<file path="config.mk">
export PLATFORM = sky130hd
export DESIGN_NAME = stage5wb
export DESIGN_NICKNAME = d
export VERILOG_FILES = /design/src/rtl/stage5wb.sv
export SDC_FILE = /design/constraint.sdc
export NUM_CORES = 1
export LEC_CHECK = 0
export CORE_AREA = 2 2 275 196
export DETAILED_ROUTE_END_ITERATION = 16
export DIE_AREA = 0 0 277 198
export DONT_BUFFER_PORTS = 1
export PLACE_DENSITY = 0.64
export SLEW_MARGIN = 25
export SYNTH_ARGS = -nofsm -noshare
export SYNTH_HDL_FRONTEND = slang
export SYNTH_SLANG_ARGS = --single-unit
</file>
<file path="constraint.sdc">
create_clock -name clk -period 10.75 [get_ports clk]
set_input_delay 2.15 -clock clk [delete_from_list [all_inputs] [get_ports clk]]
set_output_delay 2.15 -clock clk [all_outputs]
set_load 0.1 [all_outputs]
</file>
<file path="src/rtl/stage5wb.sv">
// stage5wb: write-back stage with 16x24 register file, flags, retire counter, halt FSM.
// Ports: clk/rst, enable_in/out, pc/instr/result/flags in, two read ports, fwd_*, status.

package stage5wb_pkg;
    typedef logic [7:0] opc_t;
    localparam opc_t OPC_NOP    = 8'h00;
    localparam opc_t OPC_R_ADD  = 8'h01;
    localparam opc_t OPC_R_SUB  = 8'h02;
    localparam opc_t OPC_R_AND  = 8'h03;
    localparam opc_t OPC_I_ADDi = 8'h04;
    localparam opc_t OPC_R_LD   = 8'h10;
    localparam opc_t OPC_I_LDi  = 8'h11;
    localparam opc_t OPC_R_ST   = 8'h12;
    localparam opc_t OPC_I_STi  = 8'h13;
    localparam opc_t OPC_HLT    = 8'hFF;
endpackage

module stage5wb
    import stage5wb_pkg::*;
(
    input  logic        clk,
    input  logic        rst,
    input  logic        enable_in,
    output logic        enable_out,
    input  logic [23:0] pc_in,
    input  logic [23:0] instr_in,
    input  logic [23:0] result_in,
    input  logic [3:0]  flags_in,
    input  logic [3:0]  rd_addr_a,
    input  logic [3:0]  rd_addr_b,
    output logic [23:0] rd_data_a,
    output logic [23:0] rd_data_b,
    output logic        fwd_valid,
    output logic [3:0]  fwd_addr,
    output logic [23:0] fwd_data,
    output logic [3:0]  flags_out,
    output logic [31:0] retired_count,
    output logic [23:0] last_pc,
    output logic        halted
);

    typedef enum logic {RUN, HALTED} state_t;

    state_t      state_q;
    logic [23:0] rf_q [16];
    logic [3:0]  flags_q;
    logic [31:0] cnt_q;
    logic [23:0] pc_q;

    opc_t        opcode;
    logic [3:0]  rd;
    logic        accept;
    logic        op_wr;
    logic        op_flags;
    logic        is_hlt;
    logic        reg_wr;
    logic        unused_ok;

    assign opcode    = instr_in[23:16];
    assign rd        = instr_in[15:12];
    assign unused_ok = &{1'b0, instr_in[11:0]};

    // Classify the opcode: does it write a register, does it update flags.
    always_comb begin
        op_wr    = 1'b1;
        op_flags = 1'b1;
        is_hlt   = 1'b0;
        case (opcode)
            OPC_R_ST, OPC_I_STi, OPC_NOP: begin
                op_wr    = 1'b0;
                op_flags = 1'b0;
            end
            OPC_HLT: begin
                op_wr    = 1'b0;
                op_flags = 1'b0;
                is_hlt   = 1'b1;
            end
            OPC_R_LD, OPC_I_LDi: begin
                op_flags = 1'b0;
            end
            default: ;
        endcase
    end

    assign accept     = enable_in && (state_q == RUN);
    assign enable_out = accept;
    assign reg_wr     = accept && op_wr && (rd != 4'd0);

    assign fwd_valid = reg_wr;
    assign fwd_addr  = rd;
    assign fwd_data  = result_in;

    // Combinational read with write-through of the retiring result.
    function automatic logic [23:0] rd_port(input logic [3:0] a);
        if (a == 4'd0)
            return 24'd0;
        else if (reg_wr && (a == rd))
            return result_in;
        else
            return rf_q[a];
    endfunction

    assign rd_data_a = rd_port(rd_addr_a);
    assign rd_data_b = rd_port(rd_addr_b);

    assign flags_out     = flags_q;
    assign retired_count = cnt_q;
    assign last_pc       = pc_q;
    assign halted        = (state_q == HALTED);

    always_ff @(posedge clk) begin
        if (rst) begin
            for (int i = 0; i < 16; i++)
                rf_q[i] <= 24'd0;
            flags_q <= 4'd0;
            cnt_q   <= 32'd0;
            pc_q    <= 24'd0;
            state_q <= RUN;
        end else begin
            if (reg_wr)
                rf_q[rd] <= result_in;
            if (accept) begin
                cnt_q <= cnt_q + 32'd1;
                pc_q  <= pc_in;
                if (op_flags)
                    flags_q <= flags_in;
            end
            case (state_q)
                RUN:     if (accept && is_hlt) state_q <= HALTED;
                HALTED:  state_q <= HALTED;
                default: state_q <= RUN;
            endcase
        end
    end

endmodule
</file>
==> results of run 1 <==
sequential cells by signal, summed over array words and instances, names as in the netlist:
signal         cells
flags_out          4
halted             1
last_pc           24
retired_count     32
rf_q             384
final cells by class:
type	instances	area, µm²
antenna	1	2.50
inverter	30	114
clock buffer	65	1340
multi-input combinational	1168	9820
fill	4511	26900
timing repair buffer	68	578
tap	693	867
sequential	445	12800
clock inverter	23	248
power by group:
part	leakage, nW	internal [mW]	total [mW]	switching (mW)
logic	3.37	0.215	0.700	0.485
clock network	0.772	0.991	1.68	0.694
registers	4.17	1.97	2.07	0.0977
total	8.31	3.18	4.45	1.28
kinds of logic (layout without fill, tap and decap cells):
family,after synthesis,in the layout,share of synthesized area (%)
mux,206,206,19.2
simple gates,698,698,13.4
flops,445,445,54.8
other cells,1,25,0.0161
fa+ha+maj,1,1,0.0537
xor+xnor,20,20,0.753
compound gates,219,219,6.81
buf+inv,224,186,4.95
worst max-delay path, delay by kind of cell:
kind	cells	cell delay [ps]
simple gates	1	510
compound gates	3	1800
buf+inv	2	400
layer usage:
layer / part of all wire [%] / global-route usage [%] / vias up / routed length (µm)
met5: 0 / 0 / - / 0
met4: 4.4 / 12.2 / 0 / 3410
met3: 14 / 9.11 / 225 / 11200
met2: 45 / 43.9 / 1278 / 35000
met1: 36 / 37.0 / 8453 / 28200
li1: - / - / 6835 / -
synth_stat cells (19+ instances only):
| master | instances |
|---|---|
| nor2_1 | 248 |
| nor3_1 | 138 |
| clkbuf_1 | 74 |
| buf_2 | 47 |
| nand2_1 | 200 |
| a22o_1 | 30 |
| a22oi_1 | 92 |
| dfxtp_1 | 61 |
| edfxtp_1 | 384 |
| mux4_2 | 192 |
| inv_1 | 26 |
| nor2b_1 | 19 |
| buf_4 | 47 |
| a21oi_1 | 41 |
metrics by stage:
| stage | hold slack, ps | instance area, µm² | setup WS [ps] | power (mW) | utilization [%] |
|---|---|---|---|---|---|
| after global routing | 773 | 25700 | 3680 | 4.56 | 48.9 |
| after CTS | 737 | 25700 | 3770 | 4.45 | 48.8 |
| after floorplan | 884 | 23400 | 3860 | 2.69 | - |
| final | 740 | 25700 | 3700 | 4.45 | 48.9 |
| after global placement | 721 | 24000 | 3530 | 2.76 | 45.6 |
| after detailed placement | 728 | 24100 | 3770 | 2.78 | 45.8 |
cell usage in the layout (no fill, tap or decap), types with 30 or more instances in the layout:
| cell | n |
|---|---|
| dfxtp_1 | 55 |
| nand2_1 | 199 |
| a21oi_1 | 41 |
| clkbuf_16 | 50 |
| nor2_1 | 246 |
| a22oi_1 | 92 |
| edfxtp_1 | 384 |
| a22o_1 | 30 |
| mux4_2 | 192 |
| buf_4 | 64 |
| nor3_1 | 138 |
path summary, 6_finish.rpt:
path                             to  slack (ps)               from
hold / removal    retired_count[16]         740  retired_count[16]
setup reg to reg       rf_q[12][11]        5860             halted
hold reg to reg   retired_count[16]         740  retired_count[16]
setup / recovery      rd_data_b[21]        3700       instr_in[18]
==> out/qor.csv, run 1 <==
stage;metric;value;unit
critical_path;Critical-path top delay cell;a22o_1;
synth;library cells used by synthesis;51;
synth;synthesized area per cell;12.8;µm²
worst_hold_path;Hold Crit Class;reg2reg;
final_layout;Post-Layout Cell Count;2493;
synth;Synth area leader;edfxtp_1;
floorplan;# IOs;226;
floorplan;row count;71;
sta;post-layout min period;7050;ps
routing;Iter 0 DRT Violations;2495;
routing;Routed Antenna Nets;0;
routing;DR pass1 iterations;5;
worst_hold_path;hold-critical path depth;3;
grt;initial antenna violation count;0;
sta;count of final max-slew check failures;0;
grt;global-route wire length before repair;113;mm
final_layout;Layout Nets;1850;
grt;vias in the first global route;16700;
synth;cells after synthesis;1814;
sta;RSZ-0062 raised after global routing;false;
routing;via count;16800;
critical_path;critical path type;in2out;
routing;Via density;6.74;
final_layout;share of cells above drive strength 1;21.8;%
critical_path;worst r2r path cells;8;
critical_path;critical path arrival;4900;ps
floorplan;initial core utilization;44.3;%
clock_network;Post-CTS Setup Repair Bufs;0;
grt;GRT overflow;0;
critical_path;crit end category;output pin;
routing;drt total wl;77.8;mm
critical_path;Max FO, Critical Path;12;
flow_run;max cap viols;0;
place;PortBufs;0;
clock_network;Clock Pin Slew Worst Setup and Hold Paths;60;ps
clock_network;total CTS buffers;49;
sta;worst slew pin tran;1130;ps
critical_path;critical path cell sequence;or4_4, a211o_1, a31oi_4, buf_8, buf_16, a22o_1;
synth;Cell Area, Synth;23300;µm²
clock_network;cts-stage hold buffer count;0;
clock_network;H-tree depth;2;
sta;setup TNS;0;ps
routing;DR WL/cell;31.2;µm
power;Power Density;173;nW/µm²
sta;Hold Vio Cnt, Final;0;
sta;achievable frequency;142;MHz
floorplan;die area;54800;µm²
place;gpl congestion;0.831;
place;placed cell count;2402;
critical_path;Required @ worst endpoint;8600;ps
floorplan;Die Span Y;198;µm
floorplan;core area;52600;µm²
clock_network;clock root cell;clkbuf_16;
grt;GRT Total Usage;28.4;%
synth;synth warn;0;
synth;Synth top area share;49.5;%
grt;largest net degree at the start of global routing;98;
clock_network;Clock Path Buffers;3;
clock_network;Clock Sinks;445;
critical_path;nature of the critical path startpoint;input port;
synth;async set or reset register ratio after synthesis;0;%
place;Post-DP HPWL;45.7;mm
synth;synth top area cells;edfxtp_1 (50%), mux4_2 (19%), dfxtp_1 (5.2%), nor2_1 (4.0%), nand2_1 (3.2%);
sta;final period utilization;65.6;%
status;status;completed;
floorplan;DIE WIDTH;277;µm
synth;post-synthesis sequential area ratio;54.8;%
clock_network;CTS tree;done;
synth;Post-synth EDFFs;384;
final_layout;Area Overhead vs Synth;10.5;%
power;Max rail drop VDD;0.127;mV
synth;Synth Flop Type;edfxtp_1;
power;Lkg Pwr;8.31;nW
routing;Residual DRC;0;
clock_network;latest clock arrival within the worst-skew pair;600;ps
critical_path;Crit path largest cell delay;850;ps
synth;number of synthesized register bits;445;
sta;final setup fails;0;
sta;relative slew slack;24.6;%
sta;Worst Clk Skew;18.5;ps
clock_network;Resized Gates After CTS;0;
No activity file was read; power rests on OpenSTA's default activity.
==> run 2, diff against run 1 <==
==> constraint.sdc (replaced) <==
create_clock -name clk -period 7.3 [get_ports clk]
set_input_delay 1.46 -clock clk [delete_from_list [all_inputs] [get_ports clk]]
set_output_delay 1.46 -clock clk [all_outputs]
set_load 0.1 [all_outputs]
==> out/qor.csv, run 2 (same netlist as run 1, synthesis figures left out) <==
stage;metric;value;unit;change
status;status;completed;;unchanged
sta;worst slew pin tran;1100;ps;was 1130 ps
routing;DR WL/cell;30.7;µm;was 31.2 µm
clock_network;CTS tree;done;;unchanged
sta;count of final max-slew check failures;0;;unchanged
sta;RSZ-0062 raised after global routing;false;;unchanged
grt;global-route wire length before repair;112;mm;was 113 mm
sta;final setup fails;0;;unchanged
clock_network;Clock Path Buffers;3;;unchanged
floorplan;die area;54800;µm²;unchanged
sta;achievable frequency;175;MHz;
critical_path;worst r2r path cells;7;;was 8
final_layout;Reg area;12800;µm²;about the same
critical_path;crit end category;output pin;;unchanged
power;Lkg Pwr;8.43;nW;was 8.31 nW
final_layout;max FFs per register;384;;unchanged
clock_network;cts-stage hold buffer count;0;;unchanged
worst_hold_path;worst hold path endpoint;retired_count[23];;was retired_count[16]
sta;setup TNS;0;ps;unchanged
clock_network;clock root cell;clkbuf_16;;unchanged
final_layout;# fillers;4532;;was 4,511
final_layout;Layout Nets;1871;;was 1,850
sta;final period utilization;78.1;%;
power;Max rail drop VDD;0.154;mV;was 0.127 mV
clock_network;Resized Gates After CTS;0;;unchanged
floorplan;initial core utilization;44.3;%;unchanged
final_layout;Area Overhead vs Synth;11.3;%;was 10.5%
clock_network;Clock Pin Slew Worst Setup and Hold Paths;60;ps;about the same
critical_path;critical path arrival;4240;ps;was 4900 ps
floorplan;DIE WIDTH;277;µm;unchanged
place;gpl congestion;0.848;;was 0.831
sta;post-layout min period;5700;ps;
grt;vias in the first global route;16700;;about the same
sta;relative slew slack;26.9;%;was 24.6%
grt;initial antenna violation count;0;;unchanged
critical_path;register-to-register setup slack;2160;ps;was 5860 ps
clock_network;H-tree depth;2;;unchanged
critical_path;reg2reg start;halted;;unchanged
final_layout;most frequent cells in the layout;edfxtp_1 (384), nor2_1 (246), nand2_1 (199);;unchanged
worst_hold_path;Hold Path Origin;retired_count[23];;was retired_count[16]
critical_path;Max FO, Critical Path;26;;was 12
floorplan;core area;52600;µm²;unchanged
place;Post-DP HPWL;46.3;mm;was 45.7 mm
sta;Hold Vio Cnt, Final;0;;unchanged
final_layout;footprint of the multi-input gates;9850;µm²;was 9820 µm²
grt;GRT overflow;0;;unchanged
routing;drt total wl;77.1;mm;was 77.8 mm
floorplan;Die Span Y;198;µm;unchanged
clock_network;latest clock arrival within the worst-skew pair;580;ps;was 600 ps
grt;largest net degree at the start of global routing;98;;unchanged
power;Power Density;251;nW/µm²;was 173 nW/µm²
clock_network;Post-CTS Setup Repair Bufs;0;;unchanged
critical_path;Required @ worst endpoint;5840;ps;was 8600 ps
worst_hold_path;Hold Crit Class;reg2reg;;unchanged
worst_hold_path;hold-critical path depth;3;;unchanged
critical_path;nature of the critical path startpoint;flip-flop;;was input port
routing;via count;17000;;was 16,800
clock_network;Clock Sinks;445;;unchanged
critical_path;critical path type;reg2out;;was in2out
routing;Iter 0 DRT Violations;2622;;was 2,495
routing;DR pass1 iterations;5;;unchanged
place;PortBufs;0;;unchanged
floorplan;row count;71;;unchanged
routing;Routed Antenna Nets;0;;unchanged
clock_network;total CTS buffers;46;;was 49
routing;Residual DRC;0;;unchanged
routing;Via density;6.76;;was 6.74
final_layout;Biggest register;rf_q;;unchanged
final_layout;share of cells above drive strength 1;23.3;%;was 21.8%
flow_run;max cap viols;0;;unchanged
power;Power, Total;6.52;mW;was 4.45 mW
grt;GRT Total Usage;28.2;%;was 28.4%
critical_path;worst r2r dst;rf_q[12][7];;was rf_q[12][11]
floorplan;# IOs;226;;unchanged
sta;Worst Clk Skew;18.5;ps;about the same
final_layout;commonest non-fill, non-tap cell in the layout;edfxtp_1;;unchanged
==> run 2: changes by cell type in the layout (fill, tap and decap cells not counted), sizes merged <==
cell / previous run / this run
clkbuf: 65 / 59
buf: 68 / 92
diode: 1 / 2
bufinv: 5 / 6
clkinv: 20 / 21
inv: 27 / 26
clkinvlp: 1 / 0
==> run 2: worst max path at each step <==
stage,to,from,cells after the start,slack (ps)
global placement,rf_q[14][7],enable_in,6,1630
detailed placement,rf_q[12][18],enable_in,7,1690
CTS,rd_data_a[13],halted,8,1610
floorplan,rd_data_a[10],instr_in[14],6,1790
global route,rd_data_a[21],halted,8,1440
finish,rd_data_b[22],halted,8,1600
==> run 2: layer usage <==
layer | vias to the layer above | GRT usage, % | wire [µm]
met5 | - | 0.531 | 0
met4 | 0 | 11.3 | 2930
met3 | 193 | 7.73 | 10900
met2 | 1331 | 43.8 | 35100
met1 | 8572 | 37.7 | 28300
li1 | 6885 | - | -
==> run 2: area by class of cell <==
type / count / area share, %
Antenna cell: 2 / 0.0193
Clock buffer: 59 / 4.72
Clock inverter: 23 / 1.07
Inverter: 30 / 0.439
Multi-Input combinational cell: 1168 / 38.0
Sequential cell: 445 / 49.3
Tap cell: 693 / 3.35
Timing Repair Buffer: 92 / 3.11
==> run 2: report_power, final <==
group	internal [mW]	switching [mW]
Sequential	2.90	0.145
Clock	1.40	1.00
Combinational	0.352	0.718
==> run 2: worst max-delay path, stage by stage, from the launching register on <==
cell	delay, ps
dfxtp_1	1010
nand2b_1	850
clkinv_2	180
o211a_2	290
a31oi_4	430
buf_8	230
buf_16	170
a22o_1	180
buf_4	300
==> run 2: through the flow <==
stage / worst slack, ps / area (µm²) / hold slack (ps) / util (%) / cells
6_report: 1600 / 25900 / 747 / 49.3 / 2512
5_1_grt: 1440 / 25900 / 769 / 49.3 / 2510
4_1_cts: 1610 / 25900 / 737 / 49.2 / 2509
3_5_place_dp: 1690 / 24400 / 725 / 46.3 / 2427
3_3_place_gp: 1630 / 24100 / 722 / 45.9 / 2420
2_1_floorplan: 1790 / 23400 / 884 / - / 1837
==> run 3, diff against run 2 <==
--- a/config.mk
+++ b/config.mk
@@ -5,9 +5,10 @@
 export SDC_FILE = /design/constraint.sdc
 export NUM_CORES = 1
 export LEC_CHECK = 0
-export CORE_AREA = 2 2 275 196
+export ABC_AREA = 1
+export CORE_AREA = 2 2 288 204
 export DETAILED_ROUTE_END_ITERATION = 16
-export DIE_AREA = 0 0 277 198
+export DIE_AREA = 0 0 290 206
 export DONT_BUFFER_PORTS = 1
 export PLACE_DENSITY = 0.64
 export SLEW_MARGIN = 25
==> constraint.sdc (replaced) <==
create_clock -name clk -period 5.9 [get_ports clk]
set_input_delay 1.18 -clock clk [delete_from_list [all_inputs] [get_ports clk]]
set_output_delay 1.18 -clock clk [all_outputs]
set_load 0.1 [all_outputs]
==> out/qor.csv, run 3 <==
stage;metric;value;unit;change
floorplan;initial core utilization;44.2;%;was 44.3%
flow_run;max cap viols;0;;unchanged
routing;via count;22800;;was 17,000
synth;synth top area cells;edfxtp_1 (45%), nand2_1 (15%), nand3_1 (15%), nor2_1 (6.9%), dfxtp_1 (4.8%);;was edfxtp_1 (50%), mux4_2 (19%), dfxtp_1 (5.2%), nor2_1 (4.0%), nand2_1 (3.2%)
final_layout;Post-Layout Cell Count;3972;;was 2,512
floorplan;row count;74;;was 71
critical_path;Max FO, Critical Path;194;;was 26
synth;cells after synthesis;3285;;was 1,814
grt;vias in the first global route;20800;;was 16,700
sta;relative slew slack;27.0;%;was 26.9%
final_layout;max FFs per register;384;;unchanged
synth;Synth area leader;edfxtp_1;;unchanged
final_layout;# fillers;5401;;was 4,532
grt;initial antenna violation count;2;;was 0
critical_path;critical path cell sequence;inv_6, buf_12, nand2_1, nand3_1, nand3_1, nand3_1, nand2_1, nand2_1, inv_1, nor2_2, buf_12;;was nand2b_1, clkinv_2, o211a_2, a31oi_4, buf_8, buf_16, a22o_1, buf_4
power;Power, Total;8.09;mW;was 6.52 mW
final_layout;Area Overhead vs Synth;9.97;%;was 11.3%
clock_network;latest clock arrival within the worst-skew pair;590;ps;was 580 ps
routing;Iter 0 DRT Violations;3429;;was 2,622
synth;synthesized area per cell;7.74;µm²;was 12.8 µm²
synth;library cells used by synthesis;29;;was 51
floorplan;Die Span Y;206;µm;was 198 µm
final_layout;commonest non-fill, non-tap cell in the layout;nand2_1;;was edfxtp_1
floorplan;# IOs;226;;unchanged
synth;number of synthesized register bits;445;;unchanged
grt;largest net degree at the start of global routing;195;;was 98
synth;Post-synth EDFFs;384;;unchanged
routing;M1 WL;35.6;mm;was 28.3 mm
final_layout;Layout Nets;3263;;was 1,871
clock_network;CTS tree;done;;unchanged
clock_network;cts-stage hold buffer count;0;;unchanged
place;gpl congestion;0.836;;was 0.848
critical_path;delay-heaviest family, CP;buffers and inverters;;was flip-flops
status;status;completed;;unchanged
sta;RSZ-0062 raised after global routing;false;;unchanged
clock_network;Clock Pin Slew Worst Setup and Hold Paths;60;ps;about the same
place;placed cell count;3886;;was 2,427
routing;DR WL/cell;22.0;µm;was 30.7 µm
sta;achievable frequency;209;MHz;
routing;met2 wire len;37.4;mm;was 35.1 mm
routing;Routed Antenna Nets;0;;unchanged
clock_network;Post-CTS Setup Repair Bufs;0;;unchanged
critical_path;number of buffers and inverters on the critical path;4;;unchanged
sta;Worst Clk Skew;24.5;ps;was 18.5 ps
synth;synth warn;0;;unchanged
critical_path;crit end category;output pin;;unchanged
synth;cell with the most instances after synthesis;nand2_1;;was edfxtp_1
synth;top cells by count, synth;nand2_1 (1,019), nand3_1 (752), nor2_1 (467);;was edfxtp_1 (384), nor2_1 (248), nand2_1 (200)
critical_path;Required @ worst endpoint;4720;ps;was 5840 ps
grt;GRT Total Usage;28.9;%;was 28.2%
final_layout;share of cells above drive strength 1;9.47;%;was 23.3%
critical_path;critical path arrival;3600;ps;was 4240 ps
synth;async set or reset register ratio after synthesis;0;%;unchanged
power;Power Density;289;nW/µm²;was 251 nW/µm²
clock_network;clock root cell;clkbuf_16;;unchanged
place;Post-Place Setup Slack;919;ps;was 1690 ps
sta;final period utilization;81.0;%;
floorplan;die area;59700;µm²;was 54,800 µm²
sta;count of final max-slew check failures;0;;unchanged
routing;Residual DRC;0;;unchanged
routing;Top Layer Used;met4;;unchanged
power;Lkg Pwr;11.7;nW;was 8.43 nW
floorplan;core area;57500;µm²;was 52,600 µm²
worst_hold_path;Hold Crit Class;in2reg;;was reg2reg
critical_path;nature of the critical path startpoint;input port;;was flip-flop
clock_network;Clock Sinks;445;;unchanged
routing;Via density;5.74;;was 6.76
synth;Synth top area share;45.3;%;was 49.5%
synth;Synth Flop Type;edfxtp_1;;unchanged
final_layout;fin util;48.6;%;was 49.3%
clock_network;total CTS buffers;47;;was 46
grt;global-route wire length before repair;130;mm;was 112 mm
grt;GRT overflow;0;;unchanged
place;PortBufs;0;;unchanged
synth;post-synthesis sequential area ratio;50.1;%;was 54.8%
critical_path;critical path type;in2out;;was reg2out
sta;Hold Vio Cnt, Final;0;;unchanged
final_layout;Biggest register;rf_q;;unchanged
routing;wire length on met3;11.5;mm;was 10.9 mm
clock_network;Resized Gates After CTS;0;;unchanged
sta;setup TNS;0;ps;unchanged
sta;final setup fails;0;;unchanged
power;Max rail drop VDD;0.179;mV;was 0.154 mV
place;Post-DP HPWL;46.9;mm;was 46.3 mm
synth;Cell Area, Synth;25400;µm²;was 23,300 µm²
clock_network;H-tree depth;2;;unchanged
sta;post-layout min period;4780;ps;
sta;Setup WS post-layout;1120;ps;was 1600 ps
final_layout;most frequent cells in the layout;nand2_1 (1,019), nand3_1 (750), nor2_1 (419);;was edfxtp_1 (384), nor2_1 (246), nand2_1 (199)
critical_path;Critical-path top delay cell;inv_6;;was dfxtp_1
critical_path;Crit path largest cell delay;520;ps;was 1010 ps
clock_network;Clock Path Buffers;3;;unchanged
routing;drt total wl;87.4;mm;was 77.1 mm
floorplan;DIE WIDTH;290;µm;was 277 µm
routing;DR pass1 iterations;7;;was 5
sta;worst slew pin tran;1090;ps;was 1100 ps
==> run 3: cell types whose count changed in the layout (fill, tap and decap cells not counted), sizes merged, moves of 19 or more <==
| cell | before | now |
|---|---|---|
| nand2 | 200 | 1023 |
| inv | 26 | 133 |
| a22o | 30 | 0 |
| a22oi | 92 | 0 |
| o21ai | 19 | 39 |
| mux4 | 192 | 0 |
| nor2b | 19 | 0 |
| a21oi | 41 | 21 |
| nor2 | 248 | 527 |
| nand3 | 17 | 752 |
| nor3 | 138 | 9 |
==> run 3: worst register-to-register path: stages, from the launching register on <==
cell	delay [ps]
dfxtp_1	290
buf_4	220
inv_1	120
nand2_1	90
inv_2	60
nand3_1	280
nor2_8	590
buf_4	600
nand4_4	730
nand2_1	870
buf_4	350
==> run 3: path summary, 6_finish.rpt <==
check	startpoint	to	slack [ps]	cells past startpoint
max reg2reg	halted	rf_q[2][7]	1370	10
min reg2reg	retired_count[13]	retired_count[13]	750	1
min	rst	retired_count[15]	660	1
max	rd_addr_b[0]	rd_data_b[5]	1120	11
==> run 3: kinds of logic (layout without fill, tap and decap cells) <==
family                     Yosys count  count (layout)  share of synthesized area [%]
DFF                                445             445                           50.1
and+or+nand+nor                   2340            2340                           40.2
adders and majority gates            1               1                         0.0492
other                                1              26                         0.0147
xor gates and xnor gates             5               5                          0.172
AOI/OAI and AO/OA                   61              61                           1.21
buffers and inverters              432             334                           8.24
==> run 3: metrics by stage <==
| stage | cell area, µm² | hold slack, ps |
|---|---|---|
| floorplan | 25500 | 875 |
| global placement | 26400 | 745 |
| detailed placement | 26400 | 744 |
| CTS | 28000 | 631 |
| global route | 28000 | 641 |
| finish | 28000 | 657 |
==> run 3: final cells by class <==
class                   instances  area, µm²  area share, %
diodes                          2       5.00         0.0179
clock buffers                  67       1380           4.92
clock inverters                17        156          0.559
flip-flops and latches        445      12800           45.6
repair buffers                 93       1310           4.69
inverters                     157        603           2.16
multi-input cells            2431      10800           38.6
well taps                     760        951           3.40
==> run 3: power breakdown <==
part / total (mW) / internal, mW / switching (mW)
combinational: 1.35 / 0.390 / 0.961
sequential: 3.72 / 3.54 / 0.178
clock: 3.02 / 1.75 / 1.28
==> run 3: metal layers <==
metal	global-route usage, %	vias to the layer above
li1	-	10500
met1	41.0	10600
met2	43.9	1452
met3	5.40	192
met4	11.0	0
met5	0	-
